## src/rtl/sirv_qspi_arbiter_n_if.sv

```systemverilog
// Bundle of all inner/outer link, select and owner signals around the QSPI arbiter.
// slave: arbiter side; master: surrounding front-ends, link engine and software control.
interface sirv_qspi_arbiter_n_if #(
  parameter int unsigned N_CH = 4,
  parameter int unsigned SELW = 2,
  parameter int unsigned DW   = 8,
  parameter int unsigned CW   = 8
);
  logic [N_CH-1:0]    io_inner_tx_ready;
  logic [N_CH-1:0]    io_inner_tx_valid;
  logic [N_CH*DW-1:0] io_inner_tx_bits;
  logic [N_CH-1:0]    io_inner_rx_valid;
  logic [DW-1:0]      io_inner_rx_bits;
  logic [N_CH*CW-1:0] io_inner_cnt;
  logic [N_CH*2-1:0]  io_inner_fmt_proto;
  logic [N_CH-1:0]    io_inner_fmt_endian;
  logic [N_CH-1:0]    io_inner_fmt_iodir;
  logic [N_CH-1:0]    io_inner_cs_set;
  logic [N_CH-1:0]    io_inner_cs_clear;
  logic [N_CH-1:0]    io_inner_cs_hold;
  logic [N_CH-1:0]    io_inner_active;
  logic [N_CH-1:0]    io_inner_lock;
  logic               io_outer_tx_ready;
  logic               io_outer_tx_valid;
  logic [DW-1:0]      io_outer_tx_bits;
  logic               io_outer_rx_valid;
  logic [DW-1:0]      io_outer_rx_bits;
  logic [CW-1:0]      io_outer_cnt;
  logic [1:0]         io_outer_fmt_proto;
  logic               io_outer_fmt_endian;
  logic               io_outer_fmt_iodir;
  logic               io_outer_cs_set;
  logic               io_outer_cs_clear;
  logic               io_outer_cs_hold;
  logic               io_outer_active;
  logic [SELW-1:0]    io_sel;
  logic               io_rr_en;
  logic [SELW-1:0]    io_owner;

  modport slave (
    output io_inner_tx_ready, io_inner_rx_valid, io_inner_rx_bits, io_inner_active,
    output io_outer_tx_valid, io_outer_tx_bits, io_outer_cnt, io_outer_fmt_proto,
    output io_outer_fmt_endian, io_outer_fmt_iodir, io_outer_cs_set, io_outer_cs_clear,
    output io_outer_cs_hold, io_owner,
    input  io_inner_tx_valid, io_inner_tx_bits, io_inner_cnt, io_inner_fmt_proto,
    input  io_inner_fmt_endian, io_inner_fmt_iodir, io_inner_cs_set, io_inner_cs_clear,
    input  io_inner_cs_hold, io_inner_lock, io_outer_tx_ready, io_outer_rx_valid,
    input  io_outer_rx_bits, io_outer_active, io_sel, io_rr_en
  );

  modport master (
    input  io_inner_tx_ready, io_inner_rx_valid, io_inner_rx_bits, io_inner_active,
    input  io_outer_tx_valid, io_outer_tx_bits, io_outer_cnt, io_outer_fmt_proto,
    input  io_outer_fmt_endian, io_outer_fmt_iodir, io_outer_cs_set, io_outer_cs_clear,
    input  io_outer_cs_hold, io_owner,
    output io_inner_tx_valid, io_inner_tx_bits, io_inner_cnt, io_inner_fmt_proto,
    output io_inner_fmt_endian, io_inner_fmt_iodir, io_inner_cs_set, io_inner_cs_clear,
    output io_inner_cs_hold, io_inner_lock, io_outer_tx_ready, io_outer_rx_valid,
    output io_outer_rx_bits, io_outer_active, io_sel, io_rr_en
  );
endinterface

```

## src/rtl/sirv_qspi_arbiter_n.sv

```systemverilog
// N-channel QSPI link arbiter: software-select or round-robin owner, with a drain/clear
// switch sequence so the outer link never sees a transfer straddle an owner change.
module sirv_qspi_arbiter_n #(
  parameter int unsigned N_CH = 4,
  parameter int unsigned SELW = 2,
  parameter int unsigned DW   = 8,
  parameter int unsigned CW   = 8
) (
  input logic                   clock,
  input logic                   reset,
  sirv_qspi_arbiter_n_if.slave  bus_io
);

  typedef enum logic [1:0] {StRun, StDrain, StClear} state_e;

  state_e          state_q, state_d;
  logic [SELW-1:0] owner_q, owner_d;
  logic [SELW-1:0] pend_q, pend_d;
  logic [SELW-1:0] target;
  logic [N_CH-1:0] own_oh;
  logic            own_valid, own_lock, found;

  always_comb begin
    own_oh = '0;
    for (int i = 0; i < N_CH; i++) begin
      own_oh[i] = (owner_q == SELW'(i));
    end
  end

  assign own_valid = |(own_oh & bus_io.io_inner_tx_valid);
  assign own_lock  = |(own_oh & bus_io.io_inner_lock);

  // Round-robin scans outward from the owner by increasing distance, wrapping at N_CH.
  always_comb begin
    target = owner_q;
    found  = 1'b0;
    if (!bus_io.io_rr_en) begin
      if ({1'b0, bus_io.io_sel} < (SELW+1)'(N_CH)) begin
        target = bus_io.io_sel;
      end
    end else if (!own_valid) begin
      for (int k = 1; k < N_CH; k++) begin
        for (int j = 0; j < N_CH; j++) begin
          if (!found && own_oh[j] && bus_io.io_inner_tx_valid[(j + k) % N_CH]) begin
            target = SELW'((j + k) % N_CH);
            found  = 1'b1;
          end
        end
      end
    end
  end

  always_comb begin
    state_d = state_q;
    owner_d = owner_q;
    pend_d  = pend_q;
    unique case (state_q)
      StRun: begin
        if (target != owner_q && !own_lock) begin
          pend_d  = target;
          state_d = StDrain;
        end
      end
      StDrain: begin
        if (!bus_io.io_outer_active) begin
          owner_d = pend_q;
          state_d = StClear;
        end
      end
      StClear: state_d = StRun;
      default: state_d = StRun;
    endcase
  end

  always_ff @(posedge clock) begin
    if (reset) begin
      state_q <= StRun;
      owner_q <= '0;
      pend_q  <= '0;
    end else begin
      state_q <= state_d;
      owner_q <= owner_d;
      pend_q  <= pend_d;
    end
  end

  // Field mux follows the registered owner, so CLEAR already presents the new owner.
  always_comb begin
    bus_io.io_outer_tx_bits    = '0;
    bus_io.io_outer_cnt        = '0;
    bus_io.io_outer_fmt_proto  = '0;
    bus_io.io_outer_fmt_endian = 1'b0;
    bus_io.io_outer_fmt_iodir  = 1'b0;
    bus_io.io_outer_cs_set     = 1'b0;
    bus_io.io_outer_cs_hold    = 1'b0;
    for (int i = 0; i < N_CH; i++) begin
      if (own_oh[i]) begin
        bus_io.io_outer_tx_bits    = bus_io.io_inner_tx_bits[i*DW +: DW];
        bus_io.io_outer_cnt        = bus_io.io_inner_cnt[i*CW +: CW];
        bus_io.io_outer_fmt_proto  = bus_io.io_inner_fmt_proto[i*2 +: 2];
        bus_io.io_outer_fmt_endian = bus_io.io_inner_fmt_endian[i];
        bus_io.io_outer_fmt_iodir  = bus_io.io_inner_fmt_iodir[i];
        bus_io.io_outer_cs_set     = bus_io.io_inner_cs_set[i];
        bus_io.io_outer_cs_hold    = bus_io.io_inner_cs_hold[i];
      end
    end
  end

  always_comb begin
    bus_io.io_inner_rx_bits  = bus_io.io_outer_rx_bits;
    bus_io.io_inner_rx_valid = own_oh & {N_CH{bus_io.io_outer_rx_valid}};
    bus_io.io_inner_active   = own_oh & {N_CH{bus_io.io_outer_active}};
    bus_io.io_inner_tx_ready = '0;
    bus_io.io_outer_tx_valid = 1'b0;
    bus_io.io_outer_cs_clear = 1'b0;
    unique case (state_q)
      StRun: begin
        bus_io.io_outer_tx_valid = own_valid;
        bus_io.io_inner_tx_ready = own_oh & {N_CH{bus_io.io_outer_tx_ready}};
        bus_io.io_outer_cs_clear = |(own_oh & bus_io.io_inner_cs_clear);
      end
      StClear: bus_io.io_outer_cs_clear = 1'b1;
      default: ;
    endcase
  end

  assign bus_io.io_owner = owner_q;

endmodule
```

## src/flat_wrapper.sv

```systemverilog
// flat-port wrapper written by rule: the top's interface ports become plain ports
module sirv_qspi_arbiter_n_flat 
#(
  parameter int unsigned N_CH = 4,
  parameter int unsigned SELW = 2,
  parameter int unsigned DW   = 8,
  parameter int unsigned CW   = 8
)
  (clock, reset, bus_io_io_inner_tx_ready, bus_io_io_inner_rx_valid, bus_io_io_inner_rx_bits, bus_io_io_inner_active, bus_io_io_outer_tx_valid, bus_io_io_outer_tx_bits, bus_io_io_outer_cnt, bus_io_io_outer_fmt_proto, bus_io_io_outer_fmt_endian, bus_io_io_outer_fmt_iodir, bus_io_io_outer_cs_set, bus_io_io_outer_cs_clear, bus_io_io_outer_cs_hold, bus_io_io_owner, bus_io_io_inner_tx_valid, bus_io_io_inner_tx_bits, bus_io_io_inner_cnt, bus_io_io_inner_fmt_proto, bus_io_io_inner_fmt_endian, bus_io_io_inner_fmt_iodir, bus_io_io_inner_cs_set, bus_io_io_inner_cs_clear, bus_io_io_inner_cs_hold, bus_io_io_inner_lock, bus_io_io_outer_tx_ready, bus_io_io_outer_rx_valid, bus_io_io_outer_rx_bits, bus_io_io_outer_active, bus_io_io_sel, bus_io_io_rr_en);
  sirv_qspi_arbiter_n_if #(.N_CH(N_CH), .SELW(SELW), .DW(DW), .CW(CW)) bus_io_i ();
  input logic clock;
  input logic reset;
  output wire logic [$bits(bus_io_i.io_inner_tx_ready)-1:0] bus_io_io_inner_tx_ready;
  output wire logic [$bits(bus_io_i.io_inner_rx_valid)-1:0] bus_io_io_inner_rx_valid;
  output wire logic [$bits(bus_io_i.io_inner_rx_bits)-1:0] bus_io_io_inner_rx_bits;
  output wire logic [$bits(bus_io_i.io_inner_active)-1:0] bus_io_io_inner_active;
  output wire logic [$bits(bus_io_i.io_outer_tx_valid)-1:0] bus_io_io_outer_tx_valid;
  output wire logic [$bits(bus_io_i.io_outer_tx_bits)-1:0] bus_io_io_outer_tx_bits;
  output wire logic [$bits(bus_io_i.io_outer_cnt)-1:0] bus_io_io_outer_cnt;
  output wire logic [$bits(bus_io_i.io_outer_fmt_proto)-1:0] bus_io_io_outer_fmt_proto;
  output wire logic [$bits(bus_io_i.io_outer_fmt_endian)-1:0] bus_io_io_outer_fmt_endian;
  output wire logic [$bits(bus_io_i.io_outer_fmt_iodir)-1:0] bus_io_io_outer_fmt_iodir;
  output wire logic [$bits(bus_io_i.io_outer_cs_set)-1:0] bus_io_io_outer_cs_set;
  output wire logic [$bits(bus_io_i.io_outer_cs_clear)-1:0] bus_io_io_outer_cs_clear;
  output wire logic [$bits(bus_io_i.io_outer_cs_hold)-1:0] bus_io_io_outer_cs_hold;
  output wire logic [$bits(bus_io_i.io_owner)-1:0] bus_io_io_owner;
  input wire logic [$bits(bus_io_i.io_inner_tx_valid)-1:0] bus_io_io_inner_tx_valid;
  input wire logic [$bits(bus_io_i.io_inner_tx_bits)-1:0] bus_io_io_inner_tx_bits;
  input wire logic [$bits(bus_io_i.io_inner_cnt)-1:0] bus_io_io_inner_cnt;
  input wire logic [$bits(bus_io_i.io_inner_fmt_proto)-1:0] bus_io_io_inner_fmt_proto;
  input wire logic [$bits(bus_io_i.io_inner_fmt_endian)-1:0] bus_io_io_inner_fmt_endian;
  input wire logic [$bits(bus_io_i.io_inner_fmt_iodir)-1:0] bus_io_io_inner_fmt_iodir;
  input wire logic [$bits(bus_io_i.io_inner_cs_set)-1:0] bus_io_io_inner_cs_set;
  input wire logic [$bits(bus_io_i.io_inner_cs_clear)-1:0] bus_io_io_inner_cs_clear;
  input wire logic [$bits(bus_io_i.io_inner_cs_hold)-1:0] bus_io_io_inner_cs_hold;
  input wire logic [$bits(bus_io_i.io_inner_lock)-1:0] bus_io_io_inner_lock;
  input wire logic [$bits(bus_io_i.io_outer_tx_ready)-1:0] bus_io_io_outer_tx_ready;
  input wire logic [$bits(bus_io_i.io_outer_rx_valid)-1:0] bus_io_io_outer_rx_valid;
  input wire logic [$bits(bus_io_i.io_outer_rx_bits)-1:0] bus_io_io_outer_rx_bits;
  input wire logic [$bits(bus_io_i.io_outer_active)-1:0] bus_io_io_outer_active;
  input wire logic [$bits(bus_io_i.io_sel)-1:0] bus_io_io_sel;
  input wire logic [$bits(bus_io_i.io_rr_en)-1:0] bus_io_io_rr_en;
  assign bus_io_io_inner_tx_ready = bus_io_i.io_inner_tx_ready;
  assign bus_io_io_inner_rx_valid = bus_io_i.io_inner_rx_valid;
  assign bus_io_io_inner_rx_bits = bus_io_i.io_inner_rx_bits;
  assign bus_io_io_inner_active = bus_io_i.io_inner_active;
  assign bus_io_io_outer_tx_valid = bus_io_i.io_outer_tx_valid;
  assign bus_io_io_outer_tx_bits = bus_io_i.io_outer_tx_bits;
  assign bus_io_io_outer_cnt = bus_io_i.io_outer_cnt;
  assign bus_io_io_outer_fmt_proto = bus_io_i.io_outer_fmt_proto;
  assign bus_io_io_outer_fmt_endian = bus_io_i.io_outer_fmt_endian;
  assign bus_io_io_outer_fmt_iodir = bus_io_i.io_outer_fmt_iodir;
  assign bus_io_io_outer_cs_set = bus_io_i.io_outer_cs_set;
  assign bus_io_io_outer_cs_clear = bus_io_i.io_outer_cs_clear;
  assign bus_io_io_outer_cs_hold = bus_io_i.io_outer_cs_hold;
  assign bus_io_io_owner = bus_io_i.io_owner;
  assign bus_io_i.io_inner_tx_valid = bus_io_io_inner_tx_valid;
  assign bus_io_i.io_inner_tx_bits = bus_io_io_inner_tx_bits;
  assign bus_io_i.io_inner_cnt = bus_io_io_inner_cnt;
  assign bus_io_i.io_inner_fmt_proto = bus_io_io_inner_fmt_proto;
  assign bus_io_i.io_inner_fmt_endian = bus_io_io_inner_fmt_endian;
  assign bus_io_i.io_inner_fmt_iodir = bus_io_io_inner_fmt_iodir;
  assign bus_io_i.io_inner_cs_set = bus_io_io_inner_cs_set;
  assign bus_io_i.io_inner_cs_clear = bus_io_io_inner_cs_clear;
  assign bus_io_i.io_inner_cs_hold = bus_io_io_inner_cs_hold;
  assign bus_io_i.io_inner_lock = bus_io_io_inner_lock;
  assign bus_io_i.io_outer_tx_ready = bus_io_io_outer_tx_ready;
  assign bus_io_i.io_outer_rx_valid = bus_io_io_outer_rx_valid;
  assign bus_io_i.io_outer_rx_bits = bus_io_io_outer_rx_bits;
  assign bus_io_i.io_outer_active = bus_io_io_outer_active;
  assign bus_io_i.io_sel = bus_io_io_sel;
  assign bus_io_i.io_rr_en = bus_io_io_rr_en;
  sirv_qspi_arbiter_n #(.N_CH(N_CH), .SELW(SELW), .DW(DW), .CW(CW)) u_core (.clock(clock), .reset(reset), .bus_io(bus_io_i));
endmodule
```

## config.mk

```make
export PLATFORM = sky130hd
export DESIGN_NAME = sirv_qspi_arbiter_n_flat
export DESIGN_NICKNAME = d
export VERILOG_FILES = /design/src/rtl/sirv_qspi_arbiter_n_if.sv /design/src/rtl/sirv_qspi_arbiter_n.sv /design/src/flat_wrapper.sv
export SDC_FILE = /design/constraint.sdc
export NUM_CORES = 1
export LEC_CHECK = 0
export CAP_MARGIN = 10
export CORE_ASPECT_RATIO = 0.6
export CORE_MARGIN = 2
export CORE_UTILIZATION = 35
export DETAILED_ROUTE_END_ITERATION = 12
export DONT_BUFFER_PORTS = 1
export PLACE_DENSITY = 0.48
export REMOVE_ABC_BUFFERS = 1
export SLEW_MARGIN = 5
export SYNTH_ARGS = -nofsm -noshare
export SYNTH_HDL_FRONTEND = slang
export SYNTH_SLANG_ARGS = --single-unit
```

## constraint.sdc

```tcl
create_clock -name clock -period 2 [get_ports clock]
set_clock_uncertainty 0.05 [all_clocks]
set_input_delay 0.2 -clock clock [delete_from_list [all_inputs] [get_ports clock]]
set_output_delay 0.2 -clock clock [all_outputs]
set_load 0.005 [all_outputs]
```

==> reports/summary.txt <==
Synth cell types - 33
Startpoint Class - register
Gr ovfl total - 0
Clk root buf - clkbuf_8
Largest net degree at the start of global routing - 36
DP Cell Count - 161
Slew at the pin closest to its max-slew limit - 0.446 ns
Sink Count - 6
Buffers added on ports - 0
DR WL/cell - 23.6 µm
Final Cycle Share - 95.6%
Final Hold Vio Count - 0
Die extent in x - 82.9 µm
H-Tree Depth - 1
Placed cell area - 1270 µm²
Post-synth top area cell - mux4_2
Share of layout cells above drive strength 1 - 34.5%
Worst IR Drop VDD - 127 µV
Arrival time worst endpoint - 1.66 ns
Core ar. - 3620 µm²
Initial antenna violation count - 0
Area Growth Syn to Fin - 2.01%
CTS tree - yes
GP Congestion - 0.886
Worst hold path type - input pin to register
Setup Viol. Count Final - 0
Initial Util - 36.2%
# rows - 17
Period minus WS final - 1.91 ns
Diodes inserted - 0
Die Ht - 51.4 µm
RSZ-0062 raised after global routing - false
Vias per cell - 6.89
Final-stage net count - 237
Finished Layout Cells - 166
Post-Route WL - 3.92 mm
CP Max Fanout - 9
Total global-route track usage - 16.4%
I/O pin cnt - 162
Via Count - 1143
Clock Latency Late Sink - 0.22 ns
Max Transition Viols Final - 0
Maxcap violations - 0
Crit Path Class - register to primary output
DRC Markers - 0
Design area - 1340 µm²
Sequential share of the synthesized area - 9.18%
Ranking of synthesized cells by area - mux4_2, dfxtp_1, buf_4
PD cells - 333 nW/µm²
LEAKAGE - 0.410 nW
Clock Path Buffers - 2
Post-synth top area share - 41.3%
First-pass iteration count of the detailed router - 4
Global-route wire length before repair - 5.49 mm
Die area - 4260 µm²
Slew HR - 69.5%
Vias in the first global route - 1042
Warnings from Yosys - 0
Cell area after synthesis - 1310 µm²
Hold slack - 0.127 ns
Routed Antenna Nets - 0
Hpwl dp - 3.23 mm
CP required - 1.75 ns
Endpoint type of the worst setup path - primary output
Syn_area_per_cell - 10.1 µm²
Clock slew at reported path FFs - 0.04 ns
Status - completed
DR iter-0 viols - 65
Highest clock rate - 0.523 GHz
Syn Inst Count - 129
#FFs+latches synth - 6
Num CTS Buffers - 3
state kept, by name (all words and copies together), names as in the netlist:
name                    count
u_core.bus_io.io_owner      2
u_core.state_q              2
u_core.pend_q               2
critical path: stages, from the launching register on:
cell and delay, ns:
dfxtp_2 0.37, buf_4 0.17, and2b_1 0.20, a211oi_1 0.05, a2111oi_0 0.45, buf_4 0.19
cell usage after synthesis:
master and n:
nor3_1 10, buf_1 1, o21ai_0 6, nor2b_1 2
nor2_4 1, mux2_4 1, o2111a_1 1, nor3b_1 5
a311o_1 1, buf_6 4, mux4_2 24, a2111oi_4 1
and2b_1 2, o31ai_2 1, mux2i_1 2, nand2_1 9
clkbuf_1 2, a22oi_1 1, a211oi_1 1, nand3b_2 1
buf_2 5, o31ai_1 1, o32ai_1 2, nor2_1 10
a211o_1 1, xnor2_1 2, and3_1 4, buf_4 9
inv_1 2, dfxtp_1 6, a2111oi_0 1, a21oi_1 5
nand2b_1 5
kinds of logic (layout without fill, tap and decap cells):
| group | after synthesis | after routing | share of synthesized area, % |
|---|---|---|---|
| simple gates | 49 | 49 | 20.3 |
| mux | 27 | 27 | 44.0 |
| buf+inv | 23 | 13 | 11.9 |
| compound gates | 22 | 22 | 13.3 |
| flops | 6 | 6 | 9.18 |
| xor+xnor | 2 | 2 | 1.34 |
layout by cell type, fill, tap and decap left out, types with 3 or more instances in the layout:
cell,Yosys,layout
mux4_2,24,24
nor3_1,10,10
nor2_1,10,10
nand2b_1,5,5
buf_4,9,6
and3_1,4,4
nor3b_1,5,5
o21ai_0,6,6
dfxtp_1,6,4
nand2_1,9,9
a21oi_1,5,5
clkbuf_8,0,3
power by group:
group / leakage [nW] / internal [mW] / total, mW / switching, mW
Sequential: 0.0501 / 0.124 / 0.130 / 0.00603
Combinational: 0.338 / 0.0773 / 0.131 / 0.0537
Clock: 0.0216 / 0.130 / 0.184 / 0.0540
Total: 0.410 / 0.331 / 0.444 / 0.114
per-layer routing:
layer  wire [µm]  share of wire (%)  GRT usage, %  vias up
li1            -                  -             -      483
met1        1760                 45          23.9      575
met2        1760                 45          23.1       83
met3         383                9.8          6.14        2
met4          25               0.64          3.28        0
met5           0                  0             0        -
metrics by stage:
step / TNS [ns] / setup WS, ns / power [mW] / utilization [%]
after detailed placement: 0 / 0.0993 / 0.257 / 35.0
after floorplan: -12.45 / -1.22 / 0.237 / -
after global routing: 0 / 0.0168 / 0.466 / 36.9
after global placement: 0 / 0.169 / 0.258 / 35.0
after CTS: 0 / 0.0238 / 0.447 / 36.5
final: 0 / 0.0882 / 0.444 / 36.9
timing repair:
action | in CTS | in global routing
hold buffers | 1 | 0
pin swaps | 0 | 1
gates resized for setup | 1 | 3
setup buffers | 0 | 1
setup endpoints to repair | 1 | 2
hold endpoints to repair | 4 | 0
cell type report:
class	count	area, µm²
Fill cell	352	2280
Multi-Input combinational cell	100	1030
Sequential cell	6	125
Timing Repair Buffer	8	70.1
Tap cell	47	58.8
Clock buffer	3	41.3
Inverter	2	7.51
worst paths after layout:
check                                    startpoint                                     end  slack (ns)  depth (start not counted)
max reg2reg  u_core.bus_io.io_owner[0]$_SDFFE_PP0P_           u_core.pend_q[0]$_SDFFE_PP0P_        0.14                          6
max          u_core.bus_io.io_owner[1]$_SDFFE_PP0P_                bus_io_io_outer_tx_valid        0.09                          5
min reg2reg           u_core.pend_q[1]$_SDFFE_PP0P_  u_core.bus_io.io_owner[1]$_SDFFE_PP0P_        0.42                          2
min                                           reset           u_core.pend_q[1]$_SDFFE_PP0P_        0.13                          2
Power figures use the tool's default switching activity.
